## src/rtl/async_fifo_fwft_rd_if.sv

```systemverilog
// Handshake bundle between the FIFO read port, the FWFT adapter and the downstream consumer.
// The master modport is the adapter's view; the slave modport is the surrounding environment.
interface async_fifo_fwft_rd_if #(
    parameter int WIDTH = 32,
    parameter int CNT_W = 16
);
    logic             fifo_empty;
    logic             fifo_rd_en;
    logic [WIDTH-1:0] fifo_r_data;
    logic             m_valid;
    logic [WIDTH-1:0] m_data;
    logic             m_ready;
    logic             cnt_clr;
    logic [CNT_W-1:0] word_cnt;

    modport master (
        input  fifo_empty,
        input  fifo_r_data,
        input  m_ready,
        input  cnt_clr,
        output fifo_rd_en,
        output m_valid,
        output m_data,
        output word_cnt
    );

    modport slave (
        output fifo_empty,
        output fifo_r_data,
        output m_ready,
        output cnt_clr,
        input  fifo_rd_en,
        input  m_valid,
        input  m_data,
        input  word_cnt
    );
endinterface

```

## src/rtl/async_fifo_fwft_rd.sv

```systemverilog
// FWFT adapter for the read side of the async FIFO: a 2-entry skid buffer fed by credit-limited
// registered reads, presenting a valid/ready stream and a saturating delivered-word counter.
module async_fifo_fwft_rd #(
    parameter int WIDTH = 32,
    parameter int CNT_W = 16
) (
    input  logic                      clk_rd_i,
    input  logic                      rst_n_rd_i,
    async_fifo_fwft_rd_if.master      bus_io
);

    typedef enum logic [1:0] {
        EMPTY = 2'd0,
        ONE   = 2'd1,
        TWO   = 2'd2
    } state_e;

    state_e           state_q, state_d;
    logic             inflight_q;
    logic             head_q;
    logic             tail_q;
    logic [WIDTH-1:0] buf_q [2];
    logic [CNT_W-1:0] cnt_q, cnt_d;

    logic             pop;
    logic             capture;
    logic             rd_en;
    logic [2:0]       occ;

    // A read is only issued when a slot is guaranteed free by the time its data arrives,
    // counting the word already in flight and any pop happening this cycle.
    always_comb begin
        pop     = (state_q != EMPTY) && bus_io.m_ready;
        capture = inflight_q;
        occ     = {1'b0, state_q} + {2'b00, inflight_q};
        rd_en   = rst_n_rd_i && !bus_io.fifo_empty && ((occ - {2'b00, pop}) < 3'd2);

        state_d = state_q;
        case ({capture, pop})
            2'b10: begin
                case (state_q)
                    EMPTY:   state_d = ONE;
                    default: state_d = TWO;
                endcase
            end
            2'b01: begin
                case (state_q)
                    TWO:     state_d = ONE;
                    default: state_d = EMPTY;
                endcase
            end
            default: state_d = state_q;
        endcase

        cnt_d = cnt_q;
        if (bus_io.cnt_clr) begin
            cnt_d = '0;
        end else if (pop && (cnt_q != {CNT_W{1'b1}})) begin
            cnt_d = cnt_q + 1'b1;
        end
    end

    always_ff @(posedge clk_rd_i or negedge rst_n_rd_i) begin
        if (!rst_n_rd_i) begin
            state_q    <= EMPTY;
            inflight_q <= 1'b0;
            head_q     <= 1'b0;
            tail_q     <= 1'b0;
            buf_q[0]   <= '0;
            buf_q[1]   <= '0;
            cnt_q      <= '0;
        end else begin
            state_q    <= state_d;
            inflight_q <= rd_en;
            cnt_q      <= cnt_d;
            if (capture) begin
                buf_q[tail_q] <= bus_io.fifo_r_data;
                tail_q        <= ~tail_q;
            end
            if (pop) begin
                head_q <= ~head_q;
            end
        end
    end

    assign bus_io.fifo_rd_en = rd_en;
    assign bus_io.m_valid    = (state_q != EMPTY);
    assign bus_io.m_data     = buf_q[head_q];
    assign bus_io.word_cnt   = cnt_q;

endmodule

```

## src/flat_wrapper.sv

```systemverilog
// flat-port wrapper written by rule: the top's interface ports become plain ports
module async_fifo_fwft_rd_flat 
#(
    parameter int WIDTH = 32,
    parameter int CNT_W = 16
)
  (clk_rd_i, rst_n_rd_i, bus_io_fifo_empty, bus_io_fifo_r_data, bus_io_m_ready, bus_io_cnt_clr, bus_io_fifo_rd_en, bus_io_m_valid, bus_io_m_data, bus_io_word_cnt);
  async_fifo_fwft_rd_if #(.WIDTH(WIDTH), .CNT_W(CNT_W)) bus_io_i ();
  input  logic clk_rd_i;
  input  logic rst_n_rd_i;
  input wire logic [$bits(bus_io_i.fifo_empty)-1:0] bus_io_fifo_empty;
  input wire logic [$bits(bus_io_i.fifo_r_data)-1:0] bus_io_fifo_r_data;
  input wire logic [$bits(bus_io_i.m_ready)-1:0] bus_io_m_ready;
  input wire logic [$bits(bus_io_i.cnt_clr)-1:0] bus_io_cnt_clr;
  output wire logic [$bits(bus_io_i.fifo_rd_en)-1:0] bus_io_fifo_rd_en;
  output wire logic [$bits(bus_io_i.m_valid)-1:0] bus_io_m_valid;
  output wire logic [$bits(bus_io_i.m_data)-1:0] bus_io_m_data;
  output wire logic [$bits(bus_io_i.word_cnt)-1:0] bus_io_word_cnt;
  assign bus_io_i.fifo_empty = bus_io_fifo_empty;
  assign bus_io_i.fifo_r_data = bus_io_fifo_r_data;
  assign bus_io_i.m_ready = bus_io_m_ready;
  assign bus_io_i.cnt_clr = bus_io_cnt_clr;
  assign bus_io_fifo_rd_en = bus_io_i.fifo_rd_en;
  assign bus_io_m_valid = bus_io_i.m_valid;
  assign bus_io_m_data = bus_io_i.m_data;
  assign bus_io_word_cnt = bus_io_i.word_cnt;
  async_fifo_fwft_rd #(.WIDTH(WIDTH), .CNT_W(CNT_W)) u_core (.clk_rd_i(clk_rd_i), .rst_n_rd_i(rst_n_rd_i), .bus_io(bus_io_i));
endmodule
```

## config.mk

```make
export PLATFORM = sky130hd
export DESIGN_NAME = async_fifo_fwft_rd_flat
export DESIGN_NICKNAME = d
export VERILOG_FILES = /design/src/rtl/async_fifo_fwft_rd_if.sv /design/src/rtl/async_fifo_fwft_rd.sv /design/src/flat_wrapper.sv
export SDC_FILE = /design/constraint.sdc
export NUM_CORES = 1
export LEC_CHECK = 0
export CORE_MARGIN = 10
export CORE_UTILIZATION = 31
export DETAILED_ROUTE_END_ITERATION = 7
export PLACE_DENSITY = 0.57
export SYNTH_ARGS = -nofsm -noshare
export SYNTH_HDL_FRONTEND = slang
export SYNTH_SLANG_ARGS = --single-unit
```

## constraint.sdc

```tcl
create_clock -name clk_rd_i -period 2.95 [get_ports clk_rd_i]
set_input_delay 0.59 -clock clk_rd_i [delete_from_list [all_inputs] [get_ports clk_rd_i]]
set_output_delay 0.59 -clock clk_rd_i [all_outputs]
set_load 0.01 [all_outputs]
```

# == Word level (Yosys, flattened, before mapping) ==
# Index checks and enable logic that the tools add are counted.
# word_totals
ff_bits,85
in_bits,37
# classes
n_addsub,3
magnitude_cmp,4
eq_ne,4
muxes,11
bitwise,4
n_reduce_logical,10
# ops
cell,count
$mux W32,4
$bwmux W64,1
$demux W32 S1,1
$mux W16,2
$add A16 B1 Y16 const B,1
$ne A16 B16 Y1 const B,1
$reduce_bool A2 Y1,3
$logic_and A1 B1 Y1,5
$eq A2 B2 Y1 const B,2
$ge A2 B2 Y1 const B,2
$not A1 Y2,2
$pmux W2 S2,1
$add A2 B1 Y3,1
$lt A3 B2 Y1 const B,1
$sub A3 B1 Y3,1
$eq A2 B1 Y1 const B,1
$logic_not A2 Y1,1
$lt A2 B1 Y1 const B,1
$mux W2,1
$not A1 Y1,2
$logic_not A1 Y1,1
$mux W1,1

# == Longest topological paths before layout ==
# depth
word_depth,6
depth_mapped,7
depth_no_buf,7

# == Least setup slack after synthesis ==
# Ideal clock, no wire load.
# synth_timing
kind,input-to-output
start,in bus_io_m_ready
end,out bus_io_fifo_rd_en
t_arrival_ns,2.091
t_required_ns,2.360
setup_slack_ns,0.269
path_stages,7
path_buffers,0
cell_sequence,o21ai_2 > clkinv_1 > ha_1 > nand2b_1 > fa_1 > xor2_1 > nor3_1
# synth_between
elab_chain_cells,4
# synth_rtl
element,line,text
start: declaration,flat_wrapper.sv:13,input wire logic [$bits(bus_io_i.m_ready)-1:0] bus_io_m_ready;
$logic_and A1 B1 Y1,async_fifo_fwft_rd.sv:33,pop = (state_q != EMPTY) && bus_io.m_ready;
named net u_core.pop,async_fifo_fwft_rd.sv:25,logic pop;
$sub A3 B1 Y3,async_fifo_fwft_rd.sv:36,"rd_en = rst_n_rd_i && !bus_io.fifo_empty && ((occ - {2'b00, pop}) < 3'd2);"
$lt A3 B2 Y1,async_fifo_fwft_rd.sv:36,
$logic_and A1 B1 Y1,async_fifo_fwft_rd.sv:36,
end: declaration,flat_wrapper.sv:15,output wire logic [$bits(bus_io_i.fifo_rd_en)-1:0] bus_io_fifo_rd_en;
# The timed path passes the listed nets, and every way through them passes these cells.

# == Final worst setup path ==
# Same ends and word-level chain as after synthesis.

==> impl_metrics.toml <==
[final_layout]
finalNetCount = 441
syn_to_final_growth_pct = 39.4
layout_common_cells = "mux2_1, dfrtp_1, clkdlybuf4s50_1, buf_4, a21oi_1"
final_area_mm2 = 0.00551
drive_above_1_share_pct = 14.9
final_common_cell = "mux2_1"
diodes = 0

[synthesis]
synth_area_mm2 = 0.00395
ys_ff_latch = 85
synth_cells = 293
syn_nets = 334
synth_sequential_area_ratio_pct = 53.8
synth_area_per_cell_um2 = 13.5
async_flop_share_pct = 100
synth-edff-count = 0
yosysWarnings = 0
synth_cell_types = 44
ys.flop_type = "dfrtp_1"

[timing]
slew_viol_final = 0
setup_viol = 0
maxSlewHeadroom_pct = 43.9
skew_ps = 5.61
period_share_pct = 98.0
worst_pin_slew_ps = 842
finalHoldViolCount = 0
max_freq_mhz = 346
period_needed_ps = 2890
fin_hold_ws_ps = 245
rsz0062_at_grt = "true"

[route]
dr_total_vias = 2766
finalWirelength_um = 9650
dr.pass1.iters = 4
avgRoutedWirePerCell_um = 16.8
via_per_inst = 4.80
drc = 0
drt-initial-drc-count = 122
postRouteAntennaNets = 0

[floorplanning]
die_h_um = 133
rows = 41
io_pins = 87
start_util_pct = 31.4
dieArea_mm2 = 0.0177
core_area_mm2 = 0.0126
die-width_um = 133

[power_and_ir_drop]
worst_ir_drop_vdd_mv = 0.265
p_per_area_mw_per_mm2 = 966
power_uw = 5320
p_leak_uw = 0.00226

[worst_setup_path]
endpoint = "bus_io_fifo_rd_en"
critPathLaunchType = "input pin"
critPathLaunch = "bus_io_m_ready"
cp.buffers_inverters = 3
r2r-start = "u_core.state_q[1]"
setup.worst_path.end_class = "output pin"
critPathMaxFanout = 2
reg2regPathDepth = 19
worstPathArrival_ps = 2300
cp.required_ps = 2360
max_stage_delay_ps = 470
worstSetupPathType = "in -> out"
r2r_slack_ps = 70
r2r_end = "u_core.state_q[0]"
worst_path_max_delay_cell = "fa_1"
cp_top_family = "adder cells"
critical_path_depth = 9
cp_cell_sequence = "dlygate4sd2_1 -> o21ai_2 -> clkinv_2 -> ha_4 -> nand2b_4 -> fa_1 -> nand2_1 -> nor3_2 -> buf_2"

[global_route]
track_usage_pct = 11.2
grt_pass1_vias = 3037
antenna_found_initial = 0
grt_overflow_total = 0
grt_pass1_wl_um = 15900
grt_max_degree = 66

[placed_design]
place_area_mm2 = 0.00507
place_congestion = 0.750
hpwl_um = 6670
port_buffers = 86

[cts]
clock_tree.root_cell = "clkbuf_16"
path_clk_slew_ps = 60
cts_tree = "done"
clk_latency_ps = 340
ctsLongestPathBuffers = 2
numClockSinks = 85
cts_made_buffers = 9
hold_buffers = 0
htree_levels = 3

[hold_path]
hold_path_class = "in -> async"

[run_status]
status = "finished, final reports clean"

[run]
drv_cap = 0
-- metal layers --
layer | wire, µm | global-route usage, % | vias to the layer above
li1 | - | - | 1291
met1 | 4450 | 14.1 | 1399
met2 | 4530 | 17.3 | 67
met3 | 537 | 4.13 | 9
met4 | 132 | 3.91 | 0
met5 | 0 | 0 | -
-- per-stage QoR --
step / util [%] / setup WS [ps] / std cells / setup TNS (ps)
after floorplan: - / 269 / 293 / 0
after global placement: 40.3 / -566 / 546 / -566
after detailed placement: 40.3 / -601 / 546 / -601
after CTS: 43.5 / 74.3 / 575 / 0
after global routing: 43.8 / -49.3 / 576 / -66.4
final: 43.8 / 60.0 / 576 / 0
-- power by group --
part,leakage (µW),internal [µW],switching (µW)
logic,0.00107,1360,949
clock network,0.000143,698,429
registers,0.00105,1650,230
total,0.00226,3710,1610
-- cell usage after synthesis (2+ instances only) --
cell	n	area [µm²]
a21oi_1	13	65.1
buf_1	6	22.5
buf_2	2	10.0
clkbuf_1	6	22.5
dfrtp_1	85	2130
ha_1	3	37.5
inv_1	4	15.0
mux2_1	95	1070
mux2_2	3	33.8
nand2_1	7	26.3
nand3_1	6	30.0
nand4_1	2	12.5
nor2_1	4	15.0
nor2b_1	2	12.5
nor4_1	2	12.5
o21a_1	3	22.5
o21ai_1	4	20.0
o31ai_1	7	52.6
or3_1	5	31.3
or4_1	8	60.1
xnor2_1	2	17.5
xor2_1	2	17.5
-- layout make-up --
cell class | instances | area, µm²
clock buffer | 14 | 264
sequential | 85 | 2130
multi-input combinational | 186 | 1780
inverter | 6 | 23.8
clock inverter | 1 | 30.0
tap | 172 | 215
fill | 1190 | 7060
timing repair buffer | 112 | 1070
-- cell families after synthesis --
kind of cell	synth area share, %
xor gates and xnor gates	0.887
and+or+nand+nor	8.39
DFF	53.8
AOI/OAI and AO/OA	5.07
muxes	27.9
adders and majority gates	1.46
buffers and inverters	2.44
-- worst register-to-register path: stages (launching register included) --
cell	delay, ps
dfrtp_1	390
o21ai_2	190
clkinv_2	110
buf_4	140
buf_4	120
buf_4	120
buf_4	120
buf_4	120
buf_4	120
buf_4	120
buf_4	120
buf_4	120
buf_4	120
buf_4	120
buf_4	120
buf_4	150
ha_4	260
inv_2	40
nand3_1	70
o21ai_0	100
-- flip-flops by register name, indices dropped and copies added (netlist names) --
name	flops
u_core.bus_io.word_cnt	16
u_core.head_q	1
u_core.capture	1
u_core.state_q	2
u_core.tail_q	1
u_core.buf_q	64
-- what timing repair did --
action | 4_1_cts | 5_1_grt
resized for setup | 8 | 4
cloned | 0 | 0
endpoints found under the setup margin | 1 | 3
pin swaps | 1 | 4
setup buffers | 14 | 1
endpoints found under the hold margin | 0 | 0
-- worst min-delay path by stage --
stage                           startpoint               end  slack [ps]  cells after the start
final                           rst_n_rd_i  u_core.buf_q[27]         240                      2
after global routing            rst_n_rd_i  u_core.buf_q[27]         260                      2
after CTS                       rst_n_rd_i  u_core.buf_q[27]         250                      2
after detailed placement  u_core.buf_q[44]  u_core.buf_q[44]         470                      1
after global placement    u_core.buf_q[37]  u_core.buf_q[37]         460                      1
after floorplan                 rst_n_rd_i   u_core.buf_q[0]         290                      0
No activity file was read; power rests on OpenSTA's default activity.
